$ cat src/rtl/latch_loader_pkg.sv
// latch_loader_pkg: shared types and sizing helpers for the latch_loader block.
//   state_t       - FSM state encoding (IDLE, SHIFT, PARITY, LOAD, ERR)
//   cnt_width()   - bit-counter width for a given data width
//   DEFAULT_*     - default data width and its matching counter width
package latch_loader_pkg;

  typedef enum logic [2:0] {
    IDLE,
    SHIFT,
    PARITY,
    LOAD,
    ERR
  } state_t;

  // Sized to hold 0..WIDTH. In SHIFT the counter only ever reaches WIDTH-1.
  function automatic int unsigned cnt_width(input int unsigned width);
    return $clog2(width + 1);
  endfunction

  localparam int unsigned DEFAULT_WIDTH = 8;
  localparam int unsigned DEFAULT_CNT_W = cnt_width(DEFAULT_WIDTH);

endpackage

$ cat src/rtl/latch_loader_shift_reg_sipo.sv
// shift_reg_sipo: WIDTH-bit serial-in / parallel-out register with indexed write.
//   clk    - rising-edge clock
//   rst_n  - synchronous active-low reset, clears q
//   clr    - synchronous clear of q
//   we     - write enable: q[idx] <= d
//   idx    - bit position to write
//   d      - serial bit
//   q      - parallel contents
module shift_reg_sipo #(
  parameter int unsigned WIDTH = 8,
  parameter int unsigned IDX_W = 4
) (
  input  logic             clk,
  input  logic             rst_n,
  input  logic             clr,
  input  logic             we,
  input  logic [IDX_W-1:0] idx,
  input  logic             d,
  output logic [WIDTH-1:0] q
);

  always_ff @(posedge clk) begin
    if (!rst_n || clr) begin
      q <= '0;
    end else if (we) begin
      // Compare against each position rather than indexing directly, so an
      // index register wider than log2(WIDTH) never selects out of range.
      for (int unsigned i = 0; i < WIDTH; i++) begin
        if (idx == IDX_W'(i)) q[i] <= d;
      end
    end
  end

endmodule

$ cat src/rtl/latch_loader.sv
// latch_loader: framed serial (LSB first + even parity bit) to parallel loader
// feeding a bank of D-latches.
//   i_clk          - system clock, rising edge
//   i_rst_n        - synchronous active-low reset
//   i_start        - frame start request, honoured only when idle
//   i_sdata        - serial data / parity bit
//   i_sdata_valid  - i_sdata is valid this cycle
//   o_data         - parallel word to the latch D inputs, stable outside loads
//   o_le           - one-cycle latch enable pulse after a good frame
//   o_busy         - high whenever a frame is in progress
//   o_err          - one-cycle pulse on a parity mismatch
module latch_loader
  import latch_loader_pkg::*;
#(
  parameter int unsigned WIDTH = DEFAULT_WIDTH
) (
  input  logic             i_clk,
  input  logic             i_rst_n,
  input  logic             i_start,
  input  logic             i_sdata,
  input  logic             i_sdata_valid,
  output logic [WIDTH-1:0] o_data,
  output logic             o_le,
  output logic             o_busy,
  output logic             o_err
);

  localparam int unsigned CNT_W = cnt_width(WIDTH);

  state_t             state;
  state_t             state_nxt;
  logic [CNT_W-1:0]   cnt;
  logic [WIDTH-1:0]   sreg;
  logic               last_bit;
  logic               par_ok;
  logic               sr_clr;
  logic               sr_we;
  logic               load_go;

  assign last_bit = (cnt == CNT_W'(WIDTH - 1));
  // Even parity: data bits together with the parity bit must XOR to zero.
  assign par_ok   = ~((^sreg) ^ i_sdata);

  shift_reg_sipo #(
    .WIDTH (WIDTH),
    .IDX_W (CNT_W)
  ) u_sreg (
    .clk   (i_clk),
    .rst_n (i_rst_n),
    .clr   (sr_clr),
    .we    (sr_we),
    .idx   (cnt),
    .d     (i_sdata),
    .q     (sreg)
  );

  always_ff @(posedge i_clk) begin
    if (!i_rst_n) state <= IDLE;
    else          state <= state_nxt;
  end

  always_comb begin
    state_nxt = state;
    sr_clr    = 1'b0;
    sr_we     = 1'b0;
    load_go   = 1'b0;
    case (state)
      IDLE: begin
        if (i_start) begin
          sr_clr    = 1'b1;
          state_nxt = SHIFT;
        end
      end
      SHIFT: begin
        if (i_sdata_valid) begin
          sr_we = 1'b1;
          if (last_bit) state_nxt = PARITY;
        end
      end
      PARITY: begin
        if (i_sdata_valid) begin
          if (par_ok) begin
            load_go   = 1'b1;
            state_nxt = LOAD;
          end else begin
            state_nxt = ERR;
          end
        end
      end
      LOAD:    state_nxt = IDLE;
      ERR:     state_nxt = IDLE;
      default: state_nxt = IDLE;
    endcase
  end

  always_ff @(posedge i_clk) begin
    if (!i_rst_n || sr_clr) begin
      cnt <= '0;
    end else if (sr_we) begin
      cnt <= last_bit ? '0 : cnt + CNT_W'(1);
    end
  end

  // The word is captured on the edge entering LOAD so it is already stable
  // while o_le is high and the downstream latches are transparent.
  always_ff @(posedge i_clk) begin
    if (!i_rst_n)     o_data <= '0;
    else if (load_go) o_data <= sreg;
  end

  assign o_le   = (state == LOAD);
  assign o_err  = (state == ERR);
  assign o_busy = (state != IDLE);

endmodule

$ cat config.mk
export PLATFORM = sky130hd
export DESIGN_NAME = latch_loader
export DESIGN_NICKNAME = d
export VERILOG_FILES = /design/src/rtl/latch_loader_pkg.sv /design/src/rtl/latch_loader_shift_reg_sipo.sv /design/src/rtl/latch_loader.sv
export SDC_FILE = /design/constraint.sdc
export NUM_CORES = 1
export LEC_CHECK = 0
export BUFFER_PORTS_ARGS = -buffer_cell sky130_fd_sc_hd__buf_2
export CORE_MARGIN = 2
export CORE_UTILIZATION = 40
export DETAILED_ROUTE_END_ITERATION = 8
export PLACE_DENSITY = 0.61
export SYNTH_ARGS = -nofsm -noshare
export SYNTH_HDL_FRONTEND = slang
export SYNTH_SLANG_ARGS = --single-unit
$ cat constraint.sdc
create_clock -name i_clk -period 5.4 [get_ports i_clk]
set_clock_uncertainty 0.15 [all_clocks]
set_input_delay 0.54 -clock i_clk [delete_from_list [all_inputs] [get_ports i_clk]]
set_output_delay 0.54 -clock i_clk [all_outputs]
set_load 0.05 [all_outputs]
==> results.txt, run 1 <==
The clock tree from TritonCTS is done. The worst IR drop on VDD is between 0.1 and 0.15 mV. The floorplan step defined a die boundary enclosing approximately 0.0035 sq mm. The global-route total usage across every layer is about 14%. The number of cells on the worst reg-to-reg path came out at 4. Once the clock tree was built, the setup fixing pass inserted 0 buffers. The run finished, with violations left. The maximum level of the CTS H-tree came out at 1.

The overall overflow remaining after global route is 0. The reg2reg setup slack came out at around 3.3 ns. The cell row count came out at 19. The largest individual stage delay along the critical path comes from the cell sky130_fd_sc_hd__dfxtp_1. After floorplanning, the core was sized to cover between 0.002 and 0.003 sq mm. The number of buffers inserted for hold repair after clock tree synthesis came out at 0.

The placed wire-length estimate after detailed placement is approximately 1.7 mm. The detail-routed via count per cell is about 5.3. The share of the Yosys chip area taken by registers is about two fifths. The number of global-route vias before repair is ~840. Summing all placed instances gives a cell area of ~0.0013 sq mm. At the end of the flow, the number of nets in the layout was between 150 and 200. The share of post-route cells with drive strength above 1 came out at ~16%. In the final timing run, aggregate negative setup slack is 0 ns. Grouping stages by cell kind, the critical path spends the most delay in simple AND/OR/NAND/NOR gates. The first TritonRoute pass finished after 5 iterations. The number of buffers created by CTS is 3.

The delay contributed by the slowest stage of the critical path is between 0.5 and 0.6 ns. The width of the die is roughly 59 um. The cell count along the critical path is 4. The path type of the worst setup path is reg -> reg. The antenna violation net count after detailed routing is 0. The largest net degree at the start of global routing came out at 21.

The synthesized netlist cell count is ~130. The net count of the mapped netlist is 141. For this run, the number of Yosys warnings is 0. The clock sink count is 23. The initial core utilization is between 40% and 50%. In this run the worst hold path is classified as reg -> reg. After synthesis the cells add up to roughly 0.0012 sq mm. The number of antenna violations at the first check in global routing is 0. The final routed wirelength across all metal layers came out at 2.21 mm. The arrival time reported for the critical path endpoint came out at 2.13 ns. After detailed routing, the average wire length per cell comes to 12.7 um.

During I/O placement, the number of pins put on the boundary was 16. Derived from the worst setup path, the maximum achievable clock frequency is between 0.4 and 0.5 GHz. The routability-driven placement congestion ratio is 0.778. The critical path launch point is state[0]. The final instance area is 0.00131 sq mm. The checks that failed: DRC. Dividing the final minimum period by the clock period gives around two fifths.

The final period demand of the worst path came out at approximately 2.1 ns. The area overhead of the layout relative to synthesis came out at 8.94%. The first-pass GRT wire length came out at ~3.7 mm. The worst slew margin relative to its limit is roughly 67%.

The height of the die came out at ~59 um. For this block, the initial DRC count from the detailed router was 47. The peak fanout along the critical path is 12. The total via count in the routed design came out at around 920. The power per standard cell area is ~210 mW/mm^2.

The number of remaining DRC errors came out at 2. The capture point of the critical path is u_sreg.q[3]. The share of the synthesized area in the top cell type came out at between 30% and 40%. The final count of pins violating max slew is 0. The count of antenna diodes in the layout is 0. The end of the worst register-to-register path is u_sreg.q[3]. The register clock-pin slew on the reported worst setup and hold paths is between 0.1 and 0.15 ns.

At the pin with the least slew margin, the transition time is between 0.4 and 0.5 ns. The cell at the root of the clock tree is sky130_fd_sc_hd__clkbuf_4. Once the clock tree was built, the resizer swapped 0 gates to a different size. The leakage dissipation came out at 0.484 nW. The sum of buffers and inverters on the critical path came out at 0.

The maximum root-to-sink buffer count came out at 2. The worst path required time is approximately 5.5 ns. Setup repair after global routing left no endpoint under its margin. The largest area contributor in the netlist is sky130_fd_sc_hd__dfxtp_1. The clock latency on the worst-skew pair is about 0.3 ns. Sorting the synthesized cells by area gives the leading types as sky130_fd_sc_hd__dfxtp_1 38%, sky130_fd_sc_hd__mux2i_1 13%, sky130_fd_sc_hd__nand2_1 7.5%. The synthesized area per cell is between 9 and 10 sq um. Buffers placed on the I/O ports in this run total 15. The number of hold violations in the final report came out at 0. Max-cap violations in this run came to 0.

Setup violations remaining at the end of the flow were counted as 0. STA classifies the critical path startpoint as a flip-flop. STA classifies the critical path endpoint as a flip-flop.

The launch instance of the worst register-to-register path is state[0]. Traced cell by cell, the critical path runs through nand4bb_1, nor4b_1, mux2i_1, nor2_1. The count of state elements after synthesis is 23. The number of distinct library cells after synthesis came out at 32.
[cells in the mapped netlist (all sizes together)]
cell,number
nand2,24
dfxtp,23
mux2i,17
nor2,11
clkbuf,8
inv,5
nor3,5
a21oi,4
ha,4
nor4b,4
o21ai,3
xor2,3
and3,2
nor4bb,2
xnor2,2
xnor3,2
a31oi,1
and4,1
and4b,1
buf,1
nand2b,1
nand3,1
nand4bb,1
nor3b,1
o2111ai,1
o21a,1
o41ai,1
or3,1
or4,1
[cells in the final DEF, fill, tap and decap left out, drive strengths merged]
master,Yosys,layout
nor3,5,5
a21oi,4,4
nand2b,1,1
o41ai,1,1
nand3,1,1
dfxtp,23,23
mux2i,17,17
o21a,1,1
nand4bb,1,1
nor2,11,11
ha,4,4
and4b,1,1
and4,1,1
a31oi,1,1
o2111ai,1,1
and3,2,2
o21ai,3,3
xnor3,2,2
buf,1,16
inv,5,5
clkbuf,8,3
nor4bb,2,2
nor3b,1,1
xnor2,2,2
or4,1,1
nand2,24,24
or3,1,1
clkinv,0,1
xor2,3,3
nor4b,4,4
[per-stage QoR]
stage          hold WS [ns]  utilization [%]  setup slack (ns)  power (mW)  instances
2_1_floorplan         0.301                -              3.14       0.193        132
3_3_place_gp          0.290             45.8              3.26       0.197        170
3_5_place_dp          0.298             45.8              3.20       0.198        170
4_1_cts               0.321             46.7              3.34       0.278        174
5_1_grt               0.348             46.7              3.12       0.287        174
6_report              0.315             46.7              3.33       0.272        174
[worst min path at each step]
stage                endpoint  slack [ns]  cells after the start   startpoint
floorplan           o_data[7]        0.30                      2  u_sreg.q[7]
global placement    o_data[3]        0.29                      2    o_data[3]
detailed placement  o_data[2]        0.30                      2    o_data[2]
CTS                 o_data[5]        0.32                      2    o_data[5]
global route        o_data[6]        0.35                      2    o_data[6]
finish              o_data[5]        0.32                      2    o_data[5]
[flip-flops by register name, summed over array words and instances (netlist names)]
signal    flops
state         3
cnt           4
o_data        8
u_sreg.q      8
[worst min-delay path: cells and delay by family, from the launching register on]
kind	cells	cell delay, ns
muxes	1	0.05
and+or+nand+nor	1	0.05
DFF	1	0.33
[metal layers]
metal | vias to the layer above | track usage, % | part of all wire, %
met5 | - | 0 | 0
met4 | 0 | 3.90 | 0.77
met3 | 2 | 3.30 | 3.4
met2 | 12 | 23.0 | 49
met1 | 432 | 18.4 | 47
li1 | 475 | - | -
[area by class of cell]
class                           count  area [sq um]
Fill cell                         296          1490
Multi-Input combinational cell     95           683
Sequential cell                    23           460
Timing Repair Buffer               16          82.6
Tap cell                           31          38.8
Clock buffer                        3          22.5
Inverter                            5          18.8
Clock inverter                      1          5.00
[power breakdown]
part | switching, mW | leakage [nW] | internal, mW | total, mW
clock | 0.0507 | 0.0177 | 0.0276 | 0.0783
sequential | 0.00231 | 0.186 | 0.171 | 0.173
combinational | 0.0131 | 0.281 | 0.00798 | 0.0211
total | 0.0660 | 0.484 | 0.206 | 0.272
[logic make-up (layout without fill, tap and decap cells)]
group | after synthesis | count (layout) | synth area share (%)
AND/OR/NAND/NOR | 56 | 56 | 23.8
flip-flops | 23 | 23 | 38.3
multiplexers | 17 | 17 | 15.2
buffers and inverters | 14 | 25 | 4.99
AO/OA/AOI/OAI | 11 | 11 | 5.51
XOR/XNOR | 7 | 7 | 8.11
adder cells (fa/ha/maj) | 4 | 4 | 4.16
Power figures use the tool's default switching activity.
==> run 2: changes to the inputs <==
PLACE_DENSITY = 0.63   (was 0.61)
clock period = 1.9 ns   (was 5.4 ns; I/O delays follow)
==> run 2 against run 1 <==
The run still ends with DRC left. Sequential power grew to 2.8 times the previous value. Power rose to 2.9 times the previous value. Worst setup slack got worse by 3.2 ns. Via count is 0.22% higher. Worst hold slack worse by 0.21 ns. Clock power rose to 2.9 times the previous value. Largest cell class unchanged. Largest power group unchanged. Highest routed layer unchanged.
==> results.txt, run 2 (synthesized netlist as in run 1, its figures left out) <==
The I/O pin count came out at 16. After global routing the overflow that remains totals 0. The number of hold violations in the final report is 0. The layout net count is 159.

The register clock-pin slew on the reported worst setup and hold paths came out at approximately 0.13 ns. Relative to the synthesized area, the layout overhead comes to 15.6%. The clock network fraction of total power came out at around 29%.

Of the total power, the share spent switching nets is 24.7%. The count of antenna diodes in the layout is 0. The total length of routed met3 wires came out at 83 um. The total area inside the core boundary comes to roughly 0.0028 sq mm. The cell at the root of the clock tree is sky130_fd_sc_hd__clkbuf_4. In the routed layout, each cell is associated on average with a via count of slightly above 5.

For this run, the share of the core covered by cells in the final layout is roughly 50%. The peak fanout along the critical path is 8. STA classifies the critical path startpoint as a flip-flop. The relative contribution of combinational cells to total power is 9.1%. At the pin with the least slew margin, the transition time is between 0.4 and 0.5 ns. The number of remaining DRC errors is 1. The delay contributed by the slowest stage of the critical path is around 0.49 ns. The worst setup path is captured at a flip-flop. The largest net degree at the start of global routing came out at 21. The global-route total usage across every layer is between 10% and 20%.

In this run the number of H-tree levels came out at 1. For this design, the slowest cell found on the critical path is sky130_fd_sc_hd__xnor3_2. The first-pass GRT wire length came out at 3.86 mm. Across the run, the number of max-cap violations was 0. The cell row count came out at 19. After layout, the worst path uses between 90% and 100% of the clock period. The checks that failed: DRC. The detailed-route wire length per cell is 12.7 um. The count of port buffers added during placement came out at 15. Setup repair after global routing left no endpoint under its margin.

The share of post-route cells with drive strength above 1 came out at a little under a quarter. The number of antenna violations at the first check in global routing came out at 0. In this run the tightest slew margin relative to its limit is 68.6%. Detailed placement ended at an HPWL of around 1.8 mm.

The initial core utilization came out at 42.9%. After detailed routing, the total wire length is between 2 and 2.5 mm. The top layer used by detailed routing is met4. The number of global-route vias before repair came to between 800 and 900. In the final layout, the registers with the most flip-flops are o_data (8), u_sreg.q (8), cnt (4). The cell-internal power came out at a little under 0.6 mW. The total design power is 0.788 mW.

The power per standard cell area is approximately 570 mW/mm^2. The height of the die came out at about 59 um. The detailed route wirelength on metal2 came out at a little over 1 mm. No sink is reached through more buffers than the 2 on the longest clock path. By startpoint and endpoint, the worst setup path is classified as reg -> reg. The routability-driven placement congestion ratio came out at around 0.84. The worst IR drop on VDD came out at around 0.45 mV.

The run finished, with violations left. The overall die area came out at around 0.0035 sq mm. The clock sink count is 23.

In this run the static leakage power is around 0.52 nW. The detail route stage leaves a number of antenna-violating nets equal to 0. Summed over all nets, the switching power comes to 0.195 mW.

The final count of pins violating max slew came out at 0. The total via count in the routed design came out at between 900 and 1000. The final number of setup-violating endpoints is 0. The routed design could run at a clock period as short as 1.79 ns.

For this block, wires on met1 add up to approximately 1.2 mm. The total negative slack for setup checks is 0 ns. The maximum clock frequency came out at 0.560 GHz.

In the final layout, the multi-input gates occupy about 700 sq um. The arrival time reported for the critical path endpoint came out at approximately 1.9 ns. The number of detailed-route iterations in the first pass is 6. The storage element area is around 460 sq um. In the layout the commonest cells are 24 x sky130_fd_sc_hd__nand2_1, 20 x sky130_fd_sc_hd__dfxtp_1, 16 x sky130_fd_sc_hd__mux2i_1.

The number of fillers in the final layout came out at 292. The clock latency on the worst-skew pair came out at about 0.31 ns. Per report_power, the sequential group accounts for about 62% of the total. The starting DRC count in detailed routing came out at 29. The width of the die came out at around 60 um. The number of buffers created by CTS came out at 3. The min-delay analysis places its worst path in the category in -> reg. The worst path required time came out at around 2.0 ns. The signal on the critical path passes through xnor2_2, xnor3_2, mux2i_4, buf_12, mux2i_1. The library cell used most frequently in the layout, excluding fill and tap cells, is sky130_fd_sc_hd__nand2_1. TritonCTS built the clock tree.
==> run 2: cell types whose count changed in the layout (fill, tap and decap cells not counted) <==
cell / delta
sky130_fd_sc_hd__buf_4: +5
sky130_fd_sc_hd__nor3_2: +1
sky130_fd_sc_hd__dfxtp_2: +3
sky130_fd_sc_hd__nor4bb_1: -1
sky130_fd_sc_hd__buf_12: +1
sky130_fd_sc_hd__dfxtp_1: -3
sky130_fd_sc_hd__xnor2_1: -1
sky130_fd_sc_hd__nor4bb_2: +1
sky130_fd_sc_hd__nor3_1: -1
sky130_fd_sc_hd__xnor2_2: +1
==> run 2: what timing repair did <==
| item | in CTS | in global routing |
|---|---|---|
| hold endpoints to repair | 0 | 0 |
| buffers inserted | 0 | 1 |
| gates resized for setup | 0 | 5 |
| setup endpoints to repair | 0 | 7 |
| hold buffers | 0 | 0 |
==> run 2: critical path: cells and delay by family, from the launching register on <==
family | cells | cell delay [ns]
muxes | 2 | 0.39
buffers and inverters | 1 | 0.16
DFF | 1 | 0.36
xor gates and xnor gates | 2 | 0.66
==> run 2: power groups by stage <==
stage / Sequential [mW] / Clock, mW / Combinational (mW)
after floorplan: 0.499 / 0 / 0.0501
after global placement: 0.499 / 0 / 0.0675
after detailed placement: 0.500 / 0 / 0.0690
after CTS: 0.489 / 0.240 / 0.0695
after global routing: 0.490 / 0.260 / 0.0779
final: 0.489 / 0.228 / 0.0715
==> run 2: area by class of cell <==
class,instances,area share (%)
Clock buffer,3,1.62
Clock inverter,1,0.360
Inverter,5,1.35
Multi-Input combinational cell,95,50.4
Sequential cell,23,33.4
Tap cell,31,2.79
Timing Repair Buffer,22,10.1
==> run 2: path summary, 6_finish.rpt <==
path	from	endpoint	slack [ns]	cells past startpoint
worst max-delay path	u_sreg.q[1]	o_data[3]	0.11	5
worst min-delay path	i_sdata	u_sreg.q[1]	0.11	3
worst max register to register	u_sreg.q[1]	o_data[3]	0.11	5
worst min register to register	o_data[6]	o_data[6]	0.31	2
==> run 2: stage by stage <==
stage	instances	setup slack [ns]	cell area (sq um)	hold slack, ns
2_1_floorplan	132	0.164	1210	0.207
3_3_place_gp	175	0.139	1340	0.291
3_5_place_dp	175	0.0883	1340	0.297
4_1_cts	179	0.0627	1370	0.102
5_1_grt	180	0.00775	1390	0.0912
6_report	180	0.113	1390	0.107
==> run 2: routing by layer <==
layer | up-vias | GRT usage, %
met5 | - | 0
li1 | 489 | -
met4 | 0 | 2.92
met2 | 11 | 23.0
met3 | 3 | 3.96
met1 | 420 | 20.2
